$ cat src/rtl/usb_rx_pkg.sv
// usb_rx_pkg: shared FSM states and line-state constants for the full-speed USB receive path
package usb_rx_pkg;
    typedef enum logic [2:0] {WAIT_IDLE, IDLE, SYNC, RECEIVE, EOP} rx_state_t;
    localparam logic [1:0] LS_J   = 2'b10;
    localparam logic [1:0] LS_K   = 2'b01;
    localparam logic [1:0] LS_SE0 = 2'b00;
    localparam logic [1:0] LS_SE1 = 2'b11;
    localparam logic [7:0] SYNC_PATTERN = 8'h80;
    localparam int STUFF_LIMIT = 6;
endpackage

$ cat src/rtl/usb_rx_bit_timer.sv
// usb_rx_bit_timer: synchronises D+/D-, detects line-state changes and strobes once per bit at mid-bit
//   clk, n_rst          clock, asynchronous active-low reset
//   d_plus, d_minus     raw bus lines, asynchronous to clk
//   line_state          synchronised {D+, D-}
//   line_edge           line_state differs from the previous cycle
//   sample              mid-bit sample strobe
module usb_rx_bit_timer #(
    parameter int CLKS_PER_BIT = 8
) (
    input  logic       clk,
    input  logic       n_rst,
    input  logic       d_plus,
    input  logic       d_minus,
    output logic [1:0] line_state,
    output logic       line_edge,
    output logic       sample
);
    import usb_rx_pkg::*;
    localparam int CW = $clog2(CLKS_PER_BIT);
    logic [1:0] meta, last;
    logic [CW-1:0] cnt, phase;
    // the cycle in which a change is seen is treated as phase 0 of the new bit
    assign line_edge = line_state != last;
    assign phase = line_edge ? '0 : cnt;
    assign sample = phase == CW'(CLKS_PER_BIT / 2 - 1);
    always_ff @(posedge clk or negedge n_rst)
        if (!n_rst) begin
            meta <= LS_J;
            line_state <= LS_J;
            last <= LS_J;
            cnt <= '0;
        end else begin
            meta <= {d_plus, d_minus};
            line_state <= meta;
            last <= line_state;
            cnt <= (phase == CW'(CLKS_PER_BIT - 1)) ? '0 : phase + 1'b1;
        end
endmodule

$ cat src/rtl/usb_rx_decoder.sv
// usb_rx_decoder: full-speed USB receive front end (NRZI decode, unstuff, SYNC check, EOP detect, bytes)
//   clk, n_rst          clock, asynchronous active-low reset
//   dPlus_in, dMinus_in raw bus lines
//   rx_byte             last received byte, bit 0 first on the wire
//   rx_byte_valid       one-cycle strobe, rx_byte updated
//   rx_sop / rx_eop     one-cycle strobes for valid SYNC / completed EOP
//   rx_error            level, set on any error, cleared by the next rx_sop
//   rx_busy             high from the first K edge until the return to IDLE
module usb_rx_decoder #(
    parameter int CLKS_PER_BIT = 8,
    parameter int IDLE_BITS = 8
) (
    input  logic       clk,
    input  logic       n_rst,
    input  logic       dPlus_in,
    input  logic       dMinus_in,
    output logic [7:0] rx_byte,
    output logic       rx_byte_valid,
    output logic       rx_sop,
    output logic       rx_eop,
    output logic       rx_error,
    output logic       rx_busy
);
    import usb_rx_pkg::*;
    localparam int IDLE_CLKS = IDLE_BITS * CLKS_PER_BIT;
    localparam int IW = $clog2(IDLE_CLKS);
    rx_state_t state, state_d;
    logic [1:0] line_state, prev, prev_d;
    logic line_edge, sample, bit_val, se0_seen, se0_d;
    logic [2:0] ones, ones_d, bits, bits_d;
    logic [7:0] sr, sr_d, shifted, byte_d;
    logic [IW-1:0] idle_cnt, idle_d;
    logic valid_d, sop_d, eop_d, err_d, busy_d;

    usb_rx_bit_timer #(.CLKS_PER_BIT(CLKS_PER_BIT)) timer (
        .clk(clk), .n_rst(n_rst), .d_plus(dPlus_in), .d_minus(dMinus_in),
        .line_state(line_state), .line_edge(line_edge), .sample(sample)
    );

    assign bit_val = line_state == prev;
    assign shifted = {bit_val, sr[7:1]};

    always_comb begin
        state_d = state;
        prev_d = prev;
        ones_d = ones;
        bits_d = bits;
        sr_d = sr;
        se0_d = se0_seen;
        idle_d = '0;
        byte_d = rx_byte;
        valid_d = 1'b0;
        sop_d = 1'b0;
        eop_d = 1'b0;
        err_d = rx_error;
        busy_d = rx_busy;
        case (state)
            WAIT_IDLE: begin
                idle_d = (line_edge || line_state != LS_J) ? '0 : idle_cnt + 1'b1;
                if (!line_edge && line_state == LS_J && idle_cnt == IW'(IDLE_CLKS - 1)) begin
                    state_d = IDLE;
                    idle_d = '0;
                    busy_d = 1'b0;
                end
            end
            IDLE: if (line_state == LS_K) begin
                state_d = SYNC;
                busy_d = 1'b1;
                prev_d = LS_J;
                ones_d = '0;
                bits_d = '0;
            end
            SYNC: if (sample) begin
                if (line_state == LS_J || line_state == LS_K) begin
                    prev_d = line_state;
                    sr_d = shifted;
                    bits_d = bits + 3'd1;
                    ones_d = bit_val ? ones + 3'd1 : 3'd0;
                    if (bits == 3'd7) begin
                        state_d = (shifted == SYNC_PATTERN) ? RECEIVE : WAIT_IDLE;
                        sop_d = shifted == SYNC_PATTERN;
                        err_d = shifted != SYNC_PATTERN;
                    end
                end else begin
                    state_d = WAIT_IDLE;
                    err_d = 1'b1;
                end
            end
            RECEIVE: if (sample) begin
                if (line_state == LS_SE0) begin
                    state_d = EOP;
                    se0_d = 1'b0;
                end else if (line_state == LS_SE1) begin
                    state_d = WAIT_IDLE;
                    err_d = 1'b1;
                end else begin
                    prev_d = line_state;
                    ones_d = bit_val ? ones + 3'd1 : 3'd0;
                    // after a run of six ones this sample is a stuffed 0 and never joins the byte
                    if (ones == 3'(STUFF_LIMIT)) begin
                        if (bit_val) begin
                            state_d = WAIT_IDLE;
                            err_d = 1'b1;
                        end
                    end else begin
                        sr_d = shifted;
                        bits_d = bits + 3'd1;
                        if (bits == 3'd7) begin
                            byte_d = shifted;
                            valid_d = 1'b1;
                        end
                    end
                end
            end
            EOP: if (sample) begin
                if (line_state == LS_SE0 && !se0_seen) begin
                    se0_d = 1'b1;
                end else if (line_state == LS_J && se0_seen) begin
                    state_d = IDLE;
                    eop_d = 1'b1;
                    busy_d = 1'b0;
                    // a partial byte is dropped but flagged
                    err_d = rx_error || bits != 3'd0;
                end else begin
                    state_d = WAIT_IDLE;
                    err_d = 1'b1;
                end
            end
            default: state_d = WAIT_IDLE;
        endcase
    end

    always_ff @(posedge clk or negedge n_rst)
        if (!n_rst) begin
            state <= WAIT_IDLE;
            prev <= LS_J;
            ones <= '0;
            bits <= '0;
            sr <= '0;
            se0_seen <= 1'b0;
            idle_cnt <= '0;
            rx_byte <= '0;
            rx_byte_valid <= 1'b0;
            rx_sop <= 1'b0;
            rx_eop <= 1'b0;
            rx_error <= 1'b0;
            rx_busy <= 1'b0;
        end else begin
            state <= state_d;
            prev <= prev_d;
            ones <= ones_d;
            bits <= bits_d;
            sr <= sr_d;
            se0_seen <= se0_d;
            idle_cnt <= idle_d;
            rx_byte <= byte_d;
            rx_byte_valid <= valid_d;
            rx_sop <= sop_d;
            rx_eop <= eop_d;
            rx_error <= err_d;
            rx_busy <= busy_d;
        end
endmodule

$ cat config.mk
export PLATFORM = sky130hd
export DESIGN_NAME = usb_rx_decoder
export DESIGN_NICKNAME = d
export VERILOG_FILES = /design/src/rtl/usb_rx_pkg.sv /design/src/rtl/usb_rx_bit_timer.sv /design/src/rtl/usb_rx_decoder.sv
export SDC_FILE = /design/constraint.sdc
export NUM_CORES = 1
export LEC_CHECK = 0
export ABC_AREA = 1
export CELL_PAD_IN_SITES_DETAIL_PLACEMENT = 0
export CELL_PAD_IN_SITES_GLOBAL_PLACEMENT = 1
export CORE_ASPECT_RATIO = 1.75
export CORE_MARGIN = 1
export CORE_UTILIZATION = 42
export DETAILED_ROUTE_END_ITERATION = 8
export DONT_BUFFER_PORTS = 1
export GPL_ROUTABILITY_DRIVEN = 1
export PLACE_DENSITY_LB_ADDON = 0.1
export SKIP_LAST_GASP = 1
export SLEW_MARGIN = 25
export SYNTH_ARGS = -nofsm -noshare
export SYNTH_HDL_FRONTEND = slang
export SYNTH_SLANG_ARGS = --single-unit
$ cat constraint.sdc
create_clock -name clk -period 2.2 [get_ports clk]
set_clock_uncertainty 0.1 [all_clocks]
set_input_delay 0.55 -clock clk [delete_from_list [all_inputs] [get_ports clk]]
set_output_delay 0.55 -clock clk [all_outputs]
set_load 0.01 [all_outputs]
==> results.ini <==
[synth]
seq_area_frac_synth_pct = 49.5
synthMuxAreaShare_pct = 0
synth_warnings = 0
synth_top_family_by_area = simple AND/OR/NAND/NOR gates
synth.area.top_cells = dfrtp_1 (45%), nand2_1 (9.9%), ha_1 (6.3%)
synth_compound_area_share_pct = 9.38
synth_fa_ha_area_share_pct = 6.29
yosysTopAreaCellShare_pct = 45.1
synth.distinct_cells = 30
syn_avg_cell_area_sq_um = 8.84
ys_top_cells_by_count = nand2_1 (63), dfrtp_1 (43), inv_1 (35)
syn_area_sq_um = 2390
ys_seq_elements = 47
synth_top_area_cell = dfrtp_1
synthArstFlopShare_pct = 100
synth_edf_count = 0
synthXorXnorAreaFrac_pct = 1.83
synth_ff_type = dfrtp_1
yosys.area_share.simple_pct = 26.0
yosysMostFrequentCell = nand2_1
netlist_instances = 270
syn_nets = 286

[finish]
layout.nets = 308
multi_input_area_sq_um = 1190
final_area_sq_um = 2870
antenna_cells = 0
area_delta_synth_final_pct = 20.4
regArea_sq_um = 1180
fin_cells = 369
fillCellCount = 564
final_core_util_pct = 51.9
drive_gt1_share_pct = 27.6

[grt]
grt_util_all_layers_pct = 19.0
grt_use_met1_pct = 19.5
grt_pass1_wl_mm = 8.27
gr-usage-met2_pct = 35.4
grt_use_met3_pct = 4.21
grt_max_degree = 48
antenna_found_initial = 0
top_usage_layer = met2
grt_overflow_total = 0
grt_pass1_vias = 1750

[setup_path]
crit_path_end = sr[7]
cp-end-kind = flop
worstSetupStartpoint = timer.line_state[1]
crit_path_max_fanout = 8
path_buf_inv = 3
r2r_cells = 14
cp_data_required_time_ns = 2.30
rrSetupSlack_ns = 0.04
crit_cells = 14
cpPeakStageDelay_ns = 0.56
worstReg2RegStart = timer.line_state[1]
reg2reg_to = sr[7]
cp_cell_sequence = inv_2 > nand2_2 > nand2_2 > nor2_4 > nand2_1 > inv_1 > ha_2 > ha_4 > o22ai_4 > nor2_4 > buf_6 > nand2_8 > nand2_4 > o21ai_2
crit_path_start_kind = flop
cp_top_family = simple AND/OR/NAND/NOR gates
slowest_stage = dfstp_2
arrival_ns = 2.26
worstSetupPathType = reg -> reg

[timing]
final.period_utilization_pct = 98.0
finalHoldViolCount = 0
maxSlewHeadroom_pct = 75.2
worst_pin_slew_ns = 0.371
rsz0062_at_grt = true
fmax_mhz = 464
slew_viol_final = 0
min_period_ns = 2.16
setup_tns_ns = 0
setup_viol = 0

[floorplanning]
initial_core_util_pct = 43.1
io_pins = 17
die_y_um = 102
core_sq_um = 5540
fp.dieW_um = 59.0
dieArea_sq_um = 6000
placement_rows = 36

[clocking]
htree_levels = 2
cts-root-buf = clkbuf_8
cts_tree = yes
clk_pin_slew_worst_paths_ns = 0.09
insertion_delay_ns = 0.32
cts.path.max_buffers = 2
cts_num_sinks = 47
cts_made_buffers = 5

[pwr]
power_frac_comb_pct = 5.9
p_leak_nw = 1.33
switching_share_pct = 24.9
power_density_nw_per_um2 = 529
p_sw_w = 0.000378
clock_power_share_pct = 36.0
vdd.ir_drop.worst_mv = 0.448
power_frac_seq_pct = 58.1
internal_power_w = 0.00114

[place]
placed_area_sq_um = 2540
port_buffers = 0
placed_cells = 352
routabilityCongestion = 0.891
dp_hpwl_mm = 3.72

[detailed_routing]
wirelength_mm = 5.05
via_per_inst = 4.73
first_pass_iters = 5
avgRoutedWirePerCell_um = 13.7
drc_errors = 0
drtIter0Drc = 48
route.vias.total = 1744
ant_nets = 0

[status]
outcome = completed

[worst_hold_path]
hp-start = dPlus_in
min_path_type = in -> reg

[flow_run]
cap_violations = 0

## cell usage in the layout (no fill, tap or decap), types with 7 or more instances in the layout
master	n
nand2_1	53
dfrtp_1	43
inv_1	32
nor2_1	25
o21ai_0	15
nand3_1	11
nand2_2	10
o21ai_2	10
ha_1	10
buf_4	10
nand2_4	7
## state kept, by name (all words and copies together) (netlist names), 2 cells and up
name and count:
bits 3, idle_cnt 6, ones 3, prev 2
rx_byte 8, sr 7, state 3, timer.cnt 3
timer.last 2, timer.line_state 2, timer.meta 2
## worst min-delay path by stage
stage,to,slack (ns),cells past startpoint
after global placement,idle_cnt[2],0.16,0
after detailed placement,idle_cnt[2],0.16,0
after floorplan,bits[0],0.15,0
final,timer.meta[1],0.12,0
after global routing,timer.meta[1],0.09,0
after CTS,timer.meta[1],0.11,0
## per-layer routing
metal,vias to the layer above,routed length [um]
met1,819,1900
met2,21,2910
met3,8,119
met5,-,0
met4,0,120
li1,896,-
## repair_timing
item,4_1_cts,5_1_grt
hold endpoints to repair,47,0
buffers inserted,0,6
cloned,0,1
hold buffers,2,0
resized for setup,1,38
pin swaps,0,9
setup endpoints to repair,18,30
## cells by family (layout without fill, tap and decap cells)
group           count (synthesis)  after routing
buf+inv                        40             62
compound gates                 34             34
simple gates                  132            133
flops                          47             47
xor+xnor                        5              5
fa+ha+maj                      12             12
## layout make-up
cell class                 instances  share of cell area, %
tap                               76                   3.31
clock inverter                     3                  0.784
inverter                          38                   5.14
multi-input combinational        184                   41.5
timing repair buffer              16                   5.79
clock buffer                       5                   2.39
sequential                        47                   41.1
## through the flow
stage	hold WS, ns	power (W)	setup WS, ns
floorplan	0.154	0.000937	0.00752
global placement	0.156	0.000959	0.0119
detailed placement	0.156	0.000960	-0.0169
CTS	0.106	0.00153	-0.0377
global route	0.0945	0.00159	-0.0824
finish	0.117	0.00152	0.0434
## power groups by stage
stage | combinational [W] | sequential (W) | clock (W)
6_report | 0.0000902 | 0.000883 | 0.000547
5_1_grt | 0.000104 | 0.000884 | 0.000598
3_5_place_dp | 0.0000602 | 0.000899 | 0
4_1_cts | 0.0000869 | 0.000882 | 0.000563
2_1_floorplan | 0.0000365 | 0.000900 | 0
3_3_place_gp | 0.0000594 | 0.000899 | 0
Power figures use the tool's default switching activity.
